$ cat config.mk
export PLATFORM = sky130hd
export DESIGN_NAME = param_stack_flat
export DESIGN_NICKNAME = d
export VERILOG_FILES = /design/src/rtl/param_stack_pkg.sv /design/src/rtl/param_stack_if.sv /design/src/rtl/param_stack_mem.sv /design/src/rtl/param_stack.sv /design/src/flat_wrapper.sv
export SDC_FILE = /design/constraint.sdc
export NUM_CORES = 1
export LEC_CHECK = 0
export ABC_CLOCK_PERIOD_IN_PS = 2800
export CORE_MARGIN = 3
export CORE_UTILIZATION = 45
export CTS_BUF_LIST = sky130_fd_sc_hd__clkbuf_16
export DETAILED_ROUTE_END_ITERATION = 7
export HOLD_SLACK_MARGIN = 0.08
export SLEW_MARGIN = 20
export SYNTH_ARGS = -nofsm -noshare
export SYNTH_HDL_FRONTEND = slang
export SYNTH_SLANG_ARGS = --single-unit
$ cat constraint.sdc
create_clock -name clk -period 2.8 [get_ports clk]
set_input_delay 0.42 -clock clk [delete_from_list [all_inputs] [get_ports clk]]
set_output_delay 0.42 -clock clk [all_outputs]
set_load 0.005 [all_outputs]
$ cat src/rtl/param_stack_pkg.sv
// Shared types and helpers for the parametrised LIFO stack.
// Optional high-water-mark tracking is enabled with the STACK_HWM_EN macro.
package stack_pkg;

  typedef enum logic [1:0] {
    OP_NONE,
    OP_PUSH,
    OP_POP,
    OP_REPL
  } op_t;

  // Width needed to hold an occupancy of 0..depth inclusive.
  function automatic int clog2_cnt(input int depth);
    return $clog2(depth + 1);
  endfunction

endpackage

$ cat src/rtl/param_stack_if.sv
// Stack control/status bundle; master drives ops, slave is the stack.
// The hwm signal exists only when STACK_HWM_EN is defined.
interface param_stack_if #(
  parameter int WIDTH = 8,
  parameter int DEPTH = 16
) ();
  localparam int CW = stack_pkg::clog2_cnt(DEPTH);

  logic             push;
  logic             pop;
  logic             flush;
  logic [WIDTH-1:0] din;
  logic [WIDTH-1:0] dout;
  logic             empty;
  logic             full;
  logic [CW-1:0]    count;
  logic             overflow;
  logic             underflow;
`ifdef STACK_HWM_EN
  logic [CW-1:0]    hwm;

  modport master (output push, pop, flush, din,
                  input  dout, empty, full, count, overflow, underflow, hwm);
  modport slave  (input  push, pop, flush, din,
                  output dout, empty, full, count, overflow, underflow, hwm);
`else
  modport master (output push, pop, flush, din,
                  input  dout, empty, full, count, overflow, underflow);
  modport slave  (input  push, pop, flush, din,
                  output dout, empty, full, count, overflow, underflow);
`endif
endinterface

$ cat src/rtl/param_stack_mem.sv
// DEPTH x WIDTH register array: one synchronous write port, one async read port.
// Contents are deliberately not reset.
module stack_mem #(
  parameter int WIDTH = 8,
  parameter int DEPTH = 16,
  parameter int AW    = $clog2(DEPTH)
) (
  input  logic             clk,
  input  logic             we,
  input  logic [AW-1:0]    waddr,
  input  logic [WIDTH-1:0] wdata,
  input  logic [AW-1:0]    raddr,
  output logic [WIDTH-1:0] rdata
);
  logic [WIDTH-1:0] mem [DEPTH];

  always_ff @(posedge clk) begin
    if (we) mem[waddr] <= wdata;
  end

  // Non-power-of-two depths leave unused address codes; read them as zero.
  assign rdata = (32'(raddr) < DEPTH) ? mem[raddr] : '0;
endmodule

$ cat src/rtl/param_stack.sv
// Parametrised LIFO stack with registered top-of-stack, flags, error pulses and flush.
// Define STACK_HWM_EN to add the high-water-mark register and port.
module param_stack
  import stack_pkg::*;
#(
  parameter int WIDTH = 8,
  parameter int DEPTH = 16
) (
  input  logic          clk,
  input  logic          rst_n,
  param_stack_if.slave  s
);
  localparam int CW = clog2_cnt(DEPTH);
  localparam int AW = $clog2(DEPTH);
  localparam logic [CW-1:0] DEPTH_C = CW'(DEPTH);

  op_t              op;
  logic [CW-1:0]    count_q, count_nxt;
  logic [WIDTH-1:0] dout_q, dout_nxt, rdata;
  logic             ovf_q, ovf_nxt, unf_q, unf_nxt;
  logic             we, empty, full;
  logic [AW-1:0]    waddr, raddr;

  assign empty = (count_q == '0);
  assign full  = (count_q == DEPTH_C);
  // Entry beneath the current top; only consumed when count >= 2.
  assign raddr = AW'(count_q - CW'(2));

  always_comb begin
    op = OP_NONE;
    if (s.push && s.pop && !empty) op = OP_REPL;
    else if (s.push)               op = OP_PUSH;
    else if (s.pop)                op = OP_POP;
  end

  always_comb begin
    count_nxt = count_q;
    dout_nxt  = dout_q;
    ovf_nxt   = 1'b0;
    unf_nxt   = 1'b0;
    we        = 1'b0;
    waddr     = AW'(count_q);
    if (s.flush) begin
      count_nxt = '0;
      dout_nxt  = '0;
    end else begin
      case (op)
        OP_PUSH: begin
          if (full) ovf_nxt = 1'b1;
          else begin
            we        = 1'b1;
            count_nxt = count_q + CW'(1);
            dout_nxt  = s.din;
          end
        end
        OP_POP: begin
          if (empty) unf_nxt = 1'b1;
          else begin
            count_nxt = count_q - CW'(1);
            dout_nxt  = (count_q == CW'(1)) ? '0 : rdata;
          end
        end
        OP_REPL: begin
          we       = 1'b1;
          waddr    = AW'(count_q - CW'(1));
          dout_nxt = s.din;
        end
        default: ;
      endcase
    end
  end

  always_ff @(posedge clk) begin
    if (!rst_n) begin
      count_q <= '0;
      dout_q  <= '0;
      ovf_q   <= 1'b0;
      unf_q   <= 1'b0;
    end else begin
      count_q <= count_nxt;
      dout_q  <= dout_nxt;
      ovf_q   <= ovf_nxt;
      unf_q   <= unf_nxt;
    end
  end

  stack_mem #(.WIDTH(WIDTH), .DEPTH(DEPTH), .AW(AW)) u_mem (
    .clk   (clk),
    .we    (we && rst_n),
    .waddr (waddr),
    .wdata (s.din),
    .raddr (raddr),
    .rdata (rdata)
  );

  assign s.dout      = dout_q;
  assign s.count     = count_q;
  assign s.empty     = empty;
  assign s.full      = full;
  assign s.overflow  = ovf_q;
  assign s.underflow = unf_q;

`ifdef STACK_HWM_EN
  logic [CW-1:0] hwm_q;
  // Tracks the post-edge count, so flush (count_nxt=0) never lowers it.
  always_ff @(posedge clk) begin
    if (!rst_n)                 hwm_q <= '0;
    else if (count_nxt > hwm_q) hwm_q <= count_nxt;
  end
  assign s.hwm = hwm_q;
`endif
endmodule
$ cat src/flat_wrapper.sv
// flat-port wrapper written by rule: the top's interface ports become plain ports
module param_stack_flat import stack_pkg::*;
#(
  parameter int WIDTH = 8,
  parameter int DEPTH = 16
)
  (clk, rst_n, s_push, s_pop, s_flush, s_din, s_dout, s_empty, s_full, s_count, s_overflow, s_underflow);
  param_stack_if #(.WIDTH(WIDTH), .DEPTH(DEPTH)) s_i ();
  input  logic clk;
  input  logic rst_n;
  input wire logic [$bits(s_i.push)-1:0] s_push;
  input wire logic [$bits(s_i.pop)-1:0] s_pop;
  input wire logic [$bits(s_i.flush)-1:0] s_flush;
  input wire logic [$bits(s_i.din)-1:0] s_din;
  output wire logic [$bits(s_i.dout)-1:0] s_dout;
  output wire logic [$bits(s_i.empty)-1:0] s_empty;
  output wire logic [$bits(s_i.full)-1:0] s_full;
  output wire logic [$bits(s_i.count)-1:0] s_count;
  output wire logic [$bits(s_i.overflow)-1:0] s_overflow;
  output wire logic [$bits(s_i.underflow)-1:0] s_underflow;
  assign s_i.push = s_push;
  assign s_i.pop = s_pop;
  assign s_i.flush = s_flush;
  assign s_i.din = s_din;
  assign s_dout = s_i.dout;
  assign s_empty = s_i.empty;
  assign s_full = s_i.full;
  assign s_count = s_i.count;
  assign s_overflow = s_i.overflow;
  assign s_underflow = s_i.underflow;
  param_stack #(.WIDTH(WIDTH), .DEPTH(DEPTH)) u_core (.clk(clk), .rst_n(rst_n), .s(s_i));
endmodule
=== Yosys cells after proc, flatten, opt, wreduce, memory -nomap -nowiden ===
Memories as Yosys holds them, arrays and structs flattened.
Cells that the tools add are included.

* Memories kept: 1
* Output and inout bits: 17
* Memory bits (read-only): 0
* Input port bits: 13
* Bits in latches: 0
* Logic and storage cells: 49
* Register bits after elaboration: 15
* RAM bits: 128

{| class="wikitable"
|+ Memories
! name !! depth !! width !! rd ports !! clocked after Yosys merged registers in !! write ports !! line !! text
|-
| u_core.u_mem.mem || 16 || 8 || 1 || 0 || 1 || param_stack_mem.sv:15 || <nowiki>logic [WIDTH-1:0] mem [DEPTH];</nowiki>
|}

* Bitwise gates (word level): 3
* Div/mod/pow operators: 0
* Multipliers: 0
* Order comparisons: 0
* Reduce and logical (&&, ||, !) cells: 12
* Eq/ne operators: 7
* Add/sub/neg operators: 3
* Multiplexer cells: 19
* Shift operators: 0

{| class="wikitable"
|+ Operator list
! cell !! number
|-
| two-way mux 8 bit || 3
|-
| case mux 8 bit (3 select lines) || 1
|-
| two-way mux 5 bit || 2
|-
| case mux 5 bit (2 select lines) || 1
|-
| two-way mux 4 bit || 2
|-
| two-way mux 1 bit || 6
|-
| two-way mux 2 bit || 3
|-
| AND reduction 3 bit || 2
|-
| OR reduction 3 bit || 2
|-
| adder 5 x 1 -> 5 bit (second input constant) || 1
|-
| equality test 5 x 1 -> 1 bit (second input constant) || 1
|-
| equality test 5 bit (second input constant) || 1
|-
| zero test 5 bit || 1
|-
| subtractor 5 x 1 -> 5 bit (second input constant) || 1
|-
| equality test 2 bit (second input constant) || 2
|-
| != test 2 bit (second input constant) || 2
|-
| subtractor 4 x 2 -> 4 bit (second input constant) || 1
|-
| logical AND 1 bit || 3
|-
| NOT 1 bit || 3
|-
| nonzero test 3 bit || 1
|-
| equality test 2 x 1 -> 1 bit (second input constant) || 1
|-
| case mux 1 bit (2 select lines) || 1
|-
| nonzero test 2 bit || 1
|-
| OR reduction 2 bit || 1
|-
| zero test 1 bit || 1
|}

=== Longest topological paths before layout ===
* Depth after elaboration: 10
* Mapped depth: 10
* Depth with buffers taken out: 7

=== By module ===
Synthesis repeated with hierarchy kept, for this count alone.

* Cells, all modules: 336
* Area total of the unflattened synthesis: 5998.3 um^2

{| class="wikitable"
|+ Modules (own cells, without submodules)
! module !! times used !! area each (um^2) !! seq. area each (um^2) !! cells an instance
|-
| stack_mem || 1 || 4987.3 || 3843.7 || 221
|-
| param_stack || 1 || 1011.0 || 300.3 || 115
|}

=== Worst setup path after synthesis ===
No wires, ideal clock.

* Path kind: register -> register
* From: reg u_core.count_q[0] (netlist: u_core.s.count[0])
* To: mem u_core.u_mem.mem[5][0] (enable)
* Path slack: -0.172 ns
* Period minus slack after synthesis: 2.972 ns
* Data required time: 2.417 ns
* Setup time: 0.383 ns
* Data arrival time: 2.589 ns
* Cell stages (with the launch flop): 11
* Path buffers: 3
* Cell sequence: dfxtp_1 buf_6 buf_4 inv_1 ha_1 or4b_4 buf_6 clkinv_4 nor4_2 nor2_1 nor3_1

* Cells in the longest elaborated chain, start to end: 10
* Elaborated cells on any way between the ends: 16
* Those cells by class: add/sub: 1; eq/ne: 3; mux: 8; reduce/logical: 4

{| class="wikitable"
|+ Ends and longest elaborated chain
! what !! line !! text
|-
| start, declared || param_stack.sv:18 || <nowiki>logic [CW-1:0] count_q, count_nxt;</nowiki>
|-
| start signal, assigned || param_stack.sv:80 || <nowiki>count_q <= count_nxt;</nowiki>
|-
| zero test 5 bit (*) || param_stack.sv:24 || <nowiki>assign empty = (count_q == '0);</nowiki>
|-
| net s_empty || flat_wrapper.sv:16 || <nowiki>output wire logic [$bits(s_i.empty)-1:0] s_empty;</nowiki>
|-
| zero test 1 bit (*) || param_stack.sv:31 || <nowiki>if (s.push && s.pop && !empty) op = OP_REPL;</nowiki>
|-
| logical AND 1 bit (*) || param_stack.sv:31 ||
|-
| two-way mux 2 bit (*) || param_stack.sv:31 ||
|-
| equality test 2 bit / equality test 2 x 1 -> 1 bit (equally long branches) || param_stack.sv:47 || <nowiki>case (op)</nowiki>
|-
| case mux 1 bit (2 select lines) || param_stack.sv:47 ||
|-
| two-way mux 1 bit || param_stack.sv:43 || <nowiki>if (s.flush) begin</nowiki>
|-
| logical AND 1 bit || param_stack.sv:89 || <nowiki>.we (we && rst_n),</nowiki>
|-
| two-way mux 1 bit || param_stack_mem.sv:18 || <nowiki>if (we) mem[waddr] <= wdata;</nowiki>
|-
| two-way mux 1 bit (implied by the code) || param_stack_mem.sv:18 ||
|-
| end, declared || param_stack_mem.sv:15 ||
|}

The timed path passes the listed nets; every way through them passes the cells marked *.

=== Worst setup path in the final report ===
* From: reg u_core.count_q[1] (netlist: u_core.s.count[1])
* To: out s_empty

* Cells in the longest elaborated chain, start to end: 1

{| class="wikitable"
|+ Ends and longest elaborated chain
! what !! line
|-
| zero test 5 bit || param_stack.sv:24
|-
| end, declared || flat_wrapper.sv:16
|}

Every way passes these cells.

==> results by group <==
GRT
  • GR Util met3: 0.0395
  • Vias in the first global route: about 3,600
  • Met2 Use GR: 0.295
  • Pin count of the biggest net entering global routing: 35
  • Gr busiest metal: met2
  • First-pass GRT wire length: around 22,000 um
  • Antenna violations before repair: 0
  • GRT Resource Usage Total: 0.195
  • GR Overflow Total: 0
  • GR Layer Usage met1: 0.285

Synth
  • Synth Area in XOR/XNOR: 0.00573
  • Synth unique cells: a little over 60
  • Syn_area_per_cell: 17.6 um2
  • Largest family of logic cells by synthesized area: multiplexers
  • Synth Area in Compound Gates: 0.0603
  • FF+latch count, synth: 143
  • Post-synthesis sequential area ratio: 0.655
  • Yosys warns: 0
  • Number of synthesized flops with an enable pin: ~130
  • Cells after synthesis: 360
  • Simple-Gate Fraction of Synth Area: 0.0799
  • Leading area contributor after synthesis: edfxtp_1
  • Synth top area cells: edfxtp_1 61%, mux4_2 11%, dfxtp_1 4.7%, mux2i_1 2.5%, mux2_2 2.5%
  • Mux cell area share after synthesis: 0.157
  • Ys async rst share: 0
  • Post-Syn Nets: 380
  • Area share of the largest cell type after synthesis: 0.607
  • Top_reg_cell synth: edfxtp_1
  • Post-synthesis adder-cell area fraction: 0.0138
  • Synthesized cell area: approximately 0.0063 mm2

Clock network
  • CTS tree: done
  • H-tree levels: 4
  • CTS Root Cell: clkbuf_16
  • CTS max path bufs: 2
  • Clk Latency, worst-skew pair: ~0.42 ns
  • Reg clk slew, reported paths: roughly 0.070 ns
  • TritonCTS buffer count: 17
  • Clock Sinks: approximately 140
  • Post-CTS Resized: 0

STA
  • Final setup fails: 0
  • Period utilization: 0.943
  • Final Skew: about 0.0087 ns
  • Slew headroom: 0.488
  • Crit path time final: approximately 2.6 ns
  • Fmax achieved: 0.379 GHz
  • Final Hold Fails: 0
  • Worst slew pin tran: approximately 0.77 ns
  • Pins Over Slew Limit: 0
  • RSZ-0062 raised after global routing: no

Critical path
  • Crit path DAT: about 2.2 ns
  • Crit Path Category: reg -> out
  • Crit. End Element: output pin
  • Worst EP required: 2.38 ns
  • Crit-path max FO: 8
  • Setup crit start kind: flop

Power
  • Peak supply drop: 0.493 mV
  • Total power: about 5.1 mW
  • Pwr per Cell Area: 667 mW/mm2
  • Pleak: 2.50 nW

Floorplanning
  • DIE HEIGHT: between 100 and 150 um
  • Die ar.: between 0.015 and 0.02 mm2
  • Die X: around 120 um
  • Std-Cell Rows: 42
  • Initial core utilization: 0.469
  • Io pins: 30
  • Core area: ~0.014 mm2

Layout
  • ANT cells: 0
  • Post-layout net count: between 400 and 500
  • FILL cells: ~1,000
  • Share of post-route cells with drive strength above 1: 0.326
  • Finished Layout Cells: about 600
  • Syn-to-layout area delta: 20.1%

Routing
  • Vias per inst: between 5 and 6
  • Remaining antenna violation count: 0
  • Initial DRC Count: approximately 300
  • Overall routed net length: roughly 14,000 um
  • DRC viols: 0
  • Vias after detailed routing: roughly 3,500
  • Routed len/inst: ~23 um
  • TritonRoute pass-1 iters: 4

Run
  • Max_cap viols: 0

Placement
  • Final RePlAce weighted congestion: 0.839
  • Placed cells: a little under 600
  • Port bufs: 29
  • Hpwl dp: roughly 9600 um

Hold path
  • Hold WC Path Type: reg -> reg

Outcome
  • Status: finished, final reports clean
==> cell usage after synthesis, types with 3 or more instances <==
master    number
o211ai_1       6
inv_1          6
buf_2          8
clkbuf_1       5
mux2i_1       16
o21ai_0        3
buf_6          7
a22oi_1        3
mux4_2        30
nor2_1        13
a31oi_4        3
nand3_1       15
edfxtp_1     128
mux2_2        14
ha_1           7
nand2_1       11
nor3_1        10
a21oi_1        4
dfxtp_1       15
and2_1         7
==> metal layers <==
metal | vias up | wire, um
met5 | - | 0
met4 | 0 | 247
met3 | 15 | 705
met2 | 86 | 6590
met1 | 1770 | 6740
li1 | 1593 | -
==> per-stage QoR <==
stage	setup WS, ns	hold WS, ns	setup TNS [ns]	util	area (um2)
CTS	0.0331	0.586	0	0.562	7590
detailed placement	0.169	0.570	0	0.517	6990
finish	0.158	0.583	0	0.563	7600
global placement	0.199	0.557	0	0.517	6990
floorplan	-0.172	0.519	-9.70	-	6330
global route	0.0717	0.614	0	0.563	7600
==> critical path, stage by stage, from the launching register on <==
cell and delay, ns:
dfxtp_1 0.32, inv_2 0.15, ha_1 0.22, or4b_4 0.51
clkinv_4 0.10, clkdlybuf4s50_1 0.50
==> timing repair <==
action / CTS / global route
setup endpoints to repair: 0 / 1
setup buffers: 0 / 2
hold buffers: 0 / 0
==> path summary, 6_finish.rpt <==
kind | cells past startpoint | end | slack (ns) | start
setup / recovery | 5 | s_empty | 0.16 | u_core.s.count[1]$_SDFFE_PP0P_
hold / removal | 2 | u_core.s.dout[0]$_SDFFE_PP0P_ | 0.58 | u_core.s.dout[0]$_SDFFE_PP0P_
setup reg to reg | 7 | u_core.u_mem.mem[9][4]$_DFFE_PP_ | 0.27 | u_core.s.count[2]$_SDFFE_PP0P_
hold reg to reg | 2 | u_core.s.dout[0]$_SDFFE_PP0P_ | 0.58 | u_core.s.dout[0]$_SDFFE_PP0P_
==> cells in the final DEF, fill, tap and decap left out, types with 2 or more instances in the layout <==
| master | netlist | layout |
|---|---|---|
| and4_4 | 2 | 2 |
| ha_1 | 7 | 7 |
| clkinv_4 | 1 | 5 |
| clkinv_8 | 0 | 2 |
| inv_1 | 6 | 6 |
| mux2i_1 | 16 | 16 |
| edfxtp_1 | 128 | 128 |
| nand2b_1 | 2 | 2 |
| nor2_1 | 13 | 13 |
| a21oi_1 | 4 | 4 |
| a31oi_1 | 2 | 2 |
| inv_8 | 0 | 5 |
| nand4_1 | 2 | 2 |
| clkbuf_16 | 0 | 17 |
| nor2b_1 | 2 | 2 |
| o21ai_0 | 3 | 3 |
| nand3_1 | 15 | 15 |
| mux4_2 | 30 | 30 |
| nor3_1 | 10 | 10 |
| a31oi_4 | 3 | 3 |
| nor4_2 | 2 | 2 |
| and2_1 | 7 | 7 |
| a22oi_1 | 3 | 3 |
| nand2_1 | 11 | 11 |
| dfxtp_1 | 15 | 14 |
| mux2_2 | 14 | 14 |
| and3b_2 | 2 | 2 |
| a21boi_0 | 2 | 2 |
| buf_4 | 1 | 38 |
| clkdlybuf4s50_1 | 0 | 29 |
| o211ai_1 | 6 | 6 |
==> registers in the layout, indices dropped and copies added, names as in the netlist <==
register and count:
u_core.s.count 5, u_core.s.dout 8, u_core.s.overflow 1, u_core.s.underflow 1, u_core.u_mem.mem 128
==> logic make-up (layout without fill, tap and decap cells) <==
logic type	count (synthesis)	in the layout
DFF	143	143
muxes	60	60
adders and majority gates	7	7
buffers and inverters	29	108
xor gates and xnor gates	2	2
and+or+nand+nor	81	81
AOI/OAI and AO/OA	38	38
==> cell type report <==
class	count	area (um2)	share of cell area
multi-input cells	188	2000	0.264
repair buffers	68	596	0.0784
inverters	8	35.0	0.00461
clock buffers	17	425	0.0560
flip-flops and latches	143	4150	0.545
clock inverters	15	175	0.0230
well taps	176	220	0.0290
==> report_power, final <==
group          internal [mW]  total [mW]  switching, mW
Clock                   1.27        2.24          0.965
Sequential              2.34        2.35        0.00775
Combinational          0.217       0.488          0.271
Total                   3.83        5.07           1.24
(Power assumes the default switching activity.)
